[src/rtl/mnist_pkg.sv]
// Shared constants, receiver state encoding and pixel-tag layout for the
// MNIST host pixel receiver.
package mnist_pkg;

  localparam int IMG_W   = 28;
  localparam int IMG_H   = 28;
  localparam int PIX_W   = 8;
  localparam int COORD_W = 5;

  localparam logic [0:0] RX_IDLE = 1'b0;
  localparam logic [0:0] RX_ACK  = 1'b1;

  typedef enum logic [0:0] {
    IDLE = RX_IDLE,
    ACK  = RX_ACK
  } rx_state_t;

  typedef struct packed {
    logic [PIX_W-1:0]   data;
    logic [COORD_W-1:0] row;
    logic [COORD_W-1:0] col;
    logic               last;
  } px_tag_t;

endpackage

[src/rtl/mnist_sync_fifo.sv]
// Synchronous FIFO with occupancy count; full/empty derive from the count.
module mnist_sync_fifo #(
  parameter int unsigned WIDTH = 19,
  parameter int unsigned DEPTH = 4,
  localparam int unsigned AW = $clog2(DEPTH)
) (
  input  logic             clk,
  input  logic             rst,
  input  logic             wr_en,
  input  logic [WIDTH-1:0] wr_data,
  input  logic             rd_en,
  output logic [WIDTH-1:0] rd_data,
  output logic             full,
  output logic             empty,
  output logic [AW:0]      count
);

  logic [WIDTH-1:0] mem [DEPTH];
  logic [AW-1:0]    wr_ptr;
  logic [AW-1:0]    rd_ptr;
  logic             push;
  logic             pop;

  assign full    = (count == (AW+1)'(DEPTH));
  assign empty   = (count == '0);
  assign push    = wr_en & ~full;
  assign pop     = rd_en & ~empty;
  assign rd_data = mem[rd_ptr];

  always_ff @(posedge clk) begin
    if (push) mem[wr_ptr] <= wr_data;
  end

  always_ff @(posedge clk) begin
    if (rst) begin
      wr_ptr <= '0;
      rd_ptr <= '0;
      count  <= '0;
    end else begin
      if (push) wr_ptr <= wr_ptr + 1'b1;
      if (pop)  rd_ptr <= rd_ptr + 1'b1;
      case ({push, pop})
        2'b10:   count <= count + 1'b1;
        2'b01:   count <= count - 1'b1;
        default: count <= count;
      endcase
    end
  end

endmodule

[src/rtl/mnist_pixel_rx.sv]
// Host pixel receiver: 4-phase req/ack capture, row/column tagging of a
// frame, and FIFO-buffered valid/ready output toward the datapath.
module mnist_pixel_rx
  import mnist_pkg::*;
#(
  parameter int IMG_W      = mnist_pkg::IMG_W,
  parameter int IMG_H      = mnist_pkg::IMG_H,
  parameter int PIX_W      = mnist_pkg::PIX_W,
  parameter int FIFO_DEPTH = 4
) (
  input  logic               clk,
  input  logic               rst,
  input  logic               ena,
  input  logic [PIX_W-1:0]   host_data,
  input  logic               host_sof,
  input  logic               host_req,
  output logic               host_ack,
  output logic [PIX_W-1:0]   px_data,
  output logic [COORD_W-1:0] px_row,
  output logic [COORD_W-1:0] px_col,
  output logic               px_last,
  output logic               px_valid,
  input  logic               px_ready,
  output logic               frame_err,
  output logic               busy
);

  localparam int TAG_W = PIX_W + 2*COORD_W + 1;
  localparam logic [COORD_W-1:0] LAST_COL = COORD_W'(IMG_W-1);
  localparam logic [COORD_W-1:0] LAST_ROW = COORD_W'(IMG_H-1);

  rx_state_t          state;
  logic [COORD_W-1:0] row, col;
  logic [COORD_W-1:0] tag_row, tag_col, nxt_row, nxt_col;
  logic               tag_last;
  logic               at_origin;
  logic               capture;
  logic               full, empty;
  logic [$clog2(FIFO_DEPTH):0] count;
  logic [TAG_W-1:0]   head;

  assign at_origin = (row == '0) && (col == '0);
  assign capture   = (state == IDLE) && host_req && ena && !full;

  // sof forces the tag to the origin regardless of the tracked position
  always_comb begin
    tag_row  = host_sof ? '0 : row;
    tag_col  = host_sof ? '0 : col;
    tag_last = (tag_row == LAST_ROW) && (tag_col == LAST_COL);
    nxt_row  = tag_row;
    nxt_col  = tag_col + 1'b1;
    if (tag_col == LAST_COL) begin
      nxt_col = '0;
      nxt_row = tag_last ? '0 : tag_row + 1'b1;
    end
  end

  always_ff @(posedge clk) begin
    if (rst) begin
      state     <= IDLE;
      row       <= '0;
      col       <= '0;
      frame_err <= 1'b0;
    end else begin
      case (state)
        IDLE: if (capture) begin
          state <= ACK;
          row   <= nxt_row;
          col   <= nxt_col;
          if (host_sof && !at_origin) frame_err <= 1'b1;
        end
        ACK: if (!host_req) state <= IDLE;
        default: state <= IDLE;
      endcase
    end
  end

  mnist_sync_fifo #(
    .WIDTH (TAG_W),
    .DEPTH (FIFO_DEPTH)
  ) u_fifo (
    .clk     (clk),
    .rst     (rst),
    .wr_en   (capture),
    .wr_data ({host_data, tag_row, tag_col, tag_last}),
    .rd_en   (px_ready),
    .rd_data (head),
    .full    (full),
    .empty   (empty),
    .count   (count)
  );

  assign host_ack = (state == ACK);
  assign px_valid = !empty;
  assign {px_data, px_row, px_col, px_last} = empty ? '0 : head;
  assign busy     = !at_origin || (count != '0);

endmodule

[config.mk]
export PLATFORM = sky130hd
export DESIGN_NAME = mnist_pixel_rx
export DESIGN_NICKNAME = d
export VERILOG_FILES = /design/src/rtl/mnist_pkg.sv /design/src/rtl/mnist_sync_fifo.sv /design/src/rtl/mnist_pixel_rx.sv
export SDC_FILE = /design/constraint.sdc
export NUM_CORES = 1
export LEC_CHECK = 0
export BUFFER_PORTS_ARGS = -buffer_cell sky130_fd_sc_hd__buf_2
export CORE_UTILIZATION = 63
export CTS_CLUSTER_SIZE = 20
export DETAILED_ROUTE_END_ITERATION = 6
export PLACE_DENSITY = 0.86
export SETUP_SLACK_MARGIN = 0.15
export SLEW_MARGIN = 5
export SYNTH_ARGS = -nofsm -noshare
export SYNTH_HDL_FRONTEND = slang
export SYNTH_SLANG_ARGS = --single-unit
export TNS_END_PERCENT = 50
[constraint.sdc]
create_clock -name clk -period 4.6 [get_ports clk]
set_input_delay 0.23 -clock clk [delete_from_list [all_inputs] [get_ports clk]]
set_output_delay 0.23 -clock clk [all_outputs]
set_load 0.01 [all_outputs]
# Word level (Yosys, flattened, before mapping)

Memories as Yosys holds them, arrays and structs flattened. A register that Yosys moved wholly into a read port is not among the register bits.
Index checks and enable logic that the tools add are counted.

Memories: 1
Bits in read-only memories: 0
Bits in writable memories: 76
Latch bits: 0
Register bits: 19
Output and inout port bits: 23
Word-level logic and storage cells: 55
Input bits: 14

Memory list:

| name       | words | bits a word | read ports | clocked after Yosys merged registers in | wr ports | line                  | text |
|---|---|---|---|---|---|---|---|
| u_fifo.mem | 4     | 19          | 1          | 1                                       | 1        | mnist_sync_fifo.sv:18 | `logic [WIDTH-1:0] mem [DEPTH];` |

Multiplexer cells: 14
Bitwise gates (word level): 5
Reduce and logical (&&, ||, !) cells: 17
Div/mod/pow operators: 0
Eq/ne operators: 5
Multipliers: 0
Order comparisons: 0
Shift-type cells: 0
Add/subtract/negate cells: 6

Operators by type and width:

| cell                                                | number |
|---|---|
| two-way mux 5 bit                                   | 5 |
| two-way mux 19 bit                                  | 1 |
| adder 5 x 1 -> 5 bit, second input constant         | 2 |
| equality test 5 bit, second input constant          | 2 |
| zero test 5 bit                                     | 2 |
| logical AND 1 bit                                   | 6 |
| case mux 3 bit (2 select lines)                     | 1 |
| adder 2 x 1 -> 2 bit, second input constant         | 2 |
| two-way mux 1 bit                                   | 4 |
| two-way mux 2 bit                                   | 2 |
| adder 3 x 1 -> 3 bit, second input constant         | 1 |
| equality test 3 bit, second input constant          | 1 |
| zero test 1 bit                                     | 3 |
| zero test 3 bit                                     | 1 |
| inverter 1 bit                                      | 3 |
| AND reduction 3 bit                                 | 1 |
| nonzero test 3 bit                                  | 1 |
| subtractor 3 x 1 -> 3 bit, second input constant    | 1 |
| bitwise AND 1 bit                                   | 2 |
| equality test 2 x 1 -> 1 bit, second input constant | 1 |
| equality test 2 bit, second input constant          | 1 |
| case mux 1 bit (2 select lines)                     | 1 |
| AND reduction 2 bit                                 | 1 |
| nonzero test 2 bit                                  | 1 |
| logical OR 1 bit                                    | 1 |

# Longest topological paths before layout

Depth after elaboration: 7
Depth in mapped cells: 10
Depth with buffers taken out: 9

# Cells and area by module

Synthesis repeated with hierarchy kept, for this count alone.

Cell total of the unflattened synthesis: 269
Area, all modules: 4,129.0 um^2

Modules (own cells, without submodules):

| module          | area each (um^2) | cells each | seq. area each (um^2) | times used |
|---|---|---|---|---|
| mnist_sync_fifo | 3,260.6          | 153        | 2,462.4               | 1 |
| mnist_pixel_rx  | 868.3            | 116        | 240.2                 | 1 |

# Worst setup path before layout

No wires, ideal clock.

Path kind: register to register
From: register u_fifo.count[0]
To: register u_fifo.count[2]
Data arrival time: 2.069 ns
Buffers on the path: 1
Data required time: 4.530 ns
Path slack: 2.460 ns
Cell stages (with the launch flop): 11
Cells stage by stage: dfxtp_1 > nor2_1 > a21oi_4 > inv_2 > buf_2 > ha_1 > inv_1 > fa_1 > xor2_1 > or3_1 > a21oi_1

Word-level cells in the longest chain between the ends: 6

Ends and longest elaborated chain:

| element                                                                      | line                  | text |
|---|---|---|
| start: declaration                                                           | mnist_sync_fifo.sv:15 | `output logic [AW:0] count` |
| start signal: assignment                                                     | mnist_sync_fifo.sv:43 | `2'b10: count <= count + 1'b1;` |
| start signal: assignment                                                     | mnist_sync_fifo.sv:44 | `2'b01: count <= count - 1'b1;` |
| start signal: assignment                                                     | mnist_sync_fifo.sv:45 | `default: count <= count;` |
| equality test 3 bit                                                          | mnist_sync_fifo.sv:24 | `assign full = (count == (AW+1)'(DEPTH));` |
| zero test 1 bit                                                              | mnist_pixel_rx.sv:43  | `assign capture = (state == IDLE) && host_req && ena && !full;` |
| logical AND 1 bit                                                            | mnist_pixel_rx.sv:43  |  |
| bitwise AND 1 bit                                                            | mnist_sync_fifo.sv:26 | `assign push = wr_en & ~full;` |
| equality test 2 x 1 -> 1 bit / equality test 2 bit (equally long branches)   | mnist_sync_fifo.sv:42 | `case ({push, pop})` |
| case mux 3 bit (2 select lines) / nonzero test 2 bit (equally long branches) | -                     |  |

Parallel ways exist; a longest one is shown, timed or not.
A chain may end at the register's enable or synchronous reset.

# Worst setup path in the final report

From: register u_fifo.count[2]
To: register u_fifo.count[2]

RTL lines:

| element                                                                      | line                  | text |
|---|---|---|
| zero test 3 bit *                                                            | mnist_sync_fifo.sv:25 | `assign empty = (count == '0);` |
| inverter 1 bit *                                                             | mnist_sync_fifo.sv:27 | `assign pop = rd_en & ~empty;` |
| bitwise AND 1 bit *                                                          | mnist_sync_fifo.sv:27 |  |
| via u_fifo.pop                                                               | mnist_sync_fifo.sv:22 | `logic pop;` |
| equality test 2 x 1 -> 1 bit / equality test 2 bit (equally long branches)   | mnist_sync_fifo.sv:42 |  |
| case mux 3 bit (2 select lines) / nonzero test 2 bit (equally long branches) | -                     |  |

Mark *: on every way through the listed nets, which the timed path passes. The rest lies on a longest branch.

==> summary.md <==
| Metric | Value |
|---|---|
| Final core utilization | `73.74%` |
| Area delta synth->final | `10.52%` |
| Met3 Resource Use GR | `around 3.6%` |
| Layout cell share with drive strength beyond 1 | `between 20 and 25%` |
| Worst Slack Setup Final | `between 1.5 and 2 ns` |
| VDD IR-drop max | `between 0.2 and 0.3 mV` |
| FF-to-FF Start | `u_fifo.count[2]` |
| Worst-Margin Slew | `approximately 1.0 ns` |
| CTS tree | `done` |
| Post-CTS setup buffers | `0` |
| Hold Path Class | `primary input to flip-flop` |
| Cell Count, Final, Fillers Out | `roughly 380` |
| Row count | `28` |
| Slowest cell on the critical path | `or3_1` |
| Hold Vio Cnt, Final | `0` |
| Port buffer count | `36` |
| Post-DP HPWL | `4.222 mm` |
| Busiest grt layer | `met2` |
| Starting Density | `approximately 67%` |
| Status | `complete, no violations` |
| Crit path required time | `4.88 ns` |
| Count of different cell masters after synthesis | `38` |
| Fin Clk Skew | `just over 0.008 ns` |
| Worst r2r path cells | `8` |
| Vias per inst | `roughly 6` |
| Vias in the first global route | `between 2,000 and 2,500` |
| Power consumption | `between 2 and 2.5 mW` |
| Initial antenna violation count | `0` |
| DR iter-0 viols | `196` |
| Design Area, Final | `between 4000 and 5000 um2` |
| FFs w/ async S/R, synth | `0%` |
| Hold buffers post-CTS | `0` |
| Final WL | `6.801 mm` |
| Top Ports | `37` |
| CTS buffer count | `9` |
| Wire per inst | `18.09 um` |
| Placed insts | `between 300 and 400` |
| Later-pin clock latency in the skew report | `0.35 ns` |
| Placer Congestion | `between 0.8 and 0.9` |
| Average size of a mapped cell | `roughly 15 um2` |
| Worst setup EP type | `flip-flop` |
| Chip width | `roughly 82 um` |
| Critical path peak fanout | `23` |
| GRT met2 Usage | `37.36%` |
| Register bit total from synthesis | `97` |
| H-tree Lvls | `3` |
| Worst Setup Start Kind | `flip-flop` |
| Antenna-violating nets left | `0` |
| Setup_tns | `0 ns` |
| Crit Path Class | `flip-flop to flip-flop` |
| Vias | `2,245` |
| Power per cell area | `approximately 480 nW/um2` |
| Arrival @ worst endpoint | `just under 3 ns` |
| Grt met1 use | `27.89%` |
| Core area | `6061 um2` |
| Slew Limit Fails | `0` |
| Sink of the worst hold path | `u_fifo.mem[2][17]` |
| Leak pwr | `about 1.5 nW` |
| Fmax | `between 300 and 400 MHz` |
| Post-Syn Instances | `between 200 and 300` |
| Largest net degree at the start of global routing | `24` |
| Number of synthesized flops with an enable pin | `76` |
| Main synth FF type | `edfxtp_1` |
| Worst flop-to-flop path endpoint | `u_fifo.count[2]` |
| DP Worst Slack | `1.960 ns` |
| Final hold slack | `a little under 0.09 ns` |
| Cells along the critical path | `or3_1 > and2_1 > ha_1 > inv_1 > fa_1 > xor2_1 > or3_1 > a21oi_1` |
| Post_cts resized | `0` |
| Hold Crit Depth | `1` |
| RSZ-0062 raised after global routing | `no` |
| Register area share after synthesis | `66.83%` |
| GRT Overall Usage | `22.42%` |
| Antenna cells | `0` |
| # clock sinks | `97` |
| Die ar. | `just under 7000 um2` |
| NumNets Final | `319` |
| Chip height | `between 80 and 90 um` |
| Ys Warns | `0` |
| Worst reg2reg setup slack | `a little under 2 ns` |
| Mapped Area | `roughly 4000 um2` |
| Period minus WS final | `around 2.7 ns` |
| CP most frequent cell | `or3_1` |
| # DRC | `0` |
| Dpl cell area | `between 4000 and 5000 um2` |
| Relative slew margins | `32.21%` |
| Syn Nets | `between 200 and 300` |
| CTS max path bufs | `2` |
| Global-route wire length before repair | `between 10 and 15 mm` |
| Max-cap violations | `0` |
| Max stage delay on crit path | `approximately 0.64 ns` |
| Final period utilization | `roughly 58%` |
| Final Setup Violations | `0` |
| DR pass1 iterations | `4` |
| Hold Crit Start | `host_data[6]` |
| Root buf cell | `clkbuf_8` |
| Worst-path clk slew | `about 0.09 ns` |
| Total gr overflow | `0` |
## layer usage
| layer | vias to the layer above | wire length [um] | share of wire (%) |
|---|---|---|---|
| met5 | - | 0 | 0 |
| met4 | 0 | 79 | 1.2 |
| met3 | 8 | 329 | 4.8 |
| met2 | 73 | 3563 | 52 |
| met1 | 1107 | 2829 | 42 |
| li1 | 1057 | - | - |
## report_power, final
group / internal [mW] / total, mW / leakage (nW) / switching [mW]
Sequential: 0.985 / 1.02 / 0.833 / 0.0319
Clock: 0.301 / 0.574 / 0.107 / 0.273
Combinational: 0.252 / 0.532 / 0.582 / 0.280
## critical path, delay by kind of cell, from the launching register on
kind,cells,cell delay (ns)
AO/OA/AOI/OAI,1,0.14
XOR/XNOR,1,0.15
adder cells (fa/ha/maj),2,0.57
buffers and inverters,1,0.06
flip-flops,1,0.46
AND/OR/NAND/NOR,3,1.20
## registers in the layout, summed over array words and instances, names as in the netlist, named ones only
| signal | count |
|---|---|
| u_fifo.mem | 76 |
| col | 5 |
| row | 5 |
| u_fifo.count | 3 |
| u_fifo.rd_ptr | 2 |
| u_fifo.wr_ptr | 2 |
| frame_err | 1 |
| host_ack | 1 |
## cell type report
type / count / area (um2)
flip-flops and latches: 97 / 2703
fillers: 372 / 1592
multi-input cells: 146 / 1256
repair buffers: 37 / 187.7
clock buffers: 9 / 123.9
well taps: 75 / 93.84
clock inverters: 6 / 82.58
inverters: 6 / 22.52
## synth_stat cells, drive strengths merged (5+ instances only)
cell	instances	area, um2
mux4	19	427.9
dfxtp	21	420.4
inv	6	22.52
ha	7	87.58
a21oi	13	76.33
edfxtp	76	2282
o21ai	7	35.03
nor2b	11	68.82
and2	24	150.1
buf	5	27.53
clkbuf	9	35.03
nor2	17	63.81
nand2	8	30.03
nand3	7	35.03
## layout by cell type, fill, tap and decap left out, drive strengths merged, types with 2 or more instances in the layout
cell	n
edfxtp	76
buf	37
and2	24
dfxtp	21
mux4	19
nor2	17
a21oi	13
nor2b	11
clkbuf	9
nand2	8
nand3	7
o21ai	7
ha	7
inv	7
or3	3
nor3	3
xor2	3
nand3b	3
clkinv	3
nand4b	2
and3b	2
nor4	2
and4b	2
xnor2	2
a31oi	2
bufinv	2
## worst max-delay path by stage
stage | from | endpoint | slack, ns | cells after the start
5_1_grt | u_fifo.count[2] | u_fifo.count[2] | 1.79 | 8
2_1_floorplan | u_fifo.count[0] | u_fifo.count[2] | 2.46 | 10
3_3_place_gp | u_fifo.count[2] | u_fifo.count[2] | 2.06 | 8
4_1_cts | u_fifo.count[2] | u_fifo.count[2] | 1.93 | 8
6_report | u_fifo.count[2] | u_fifo.count[2] | 1.94 | 8
3_5_place_dp | u_fifo.count[2] | u_fifo.count[2] | 1.96 | 8
## cell families after synthesis
family          synth area share [%]
fa+ha+maj                      2.661
buf+inv                        2.104
flops                          66.83
mux                            10.58
xor+xnor                       1.083
simple gates                   12.47
compound gates                 4.270
Power figures use the tool's default switching activity.
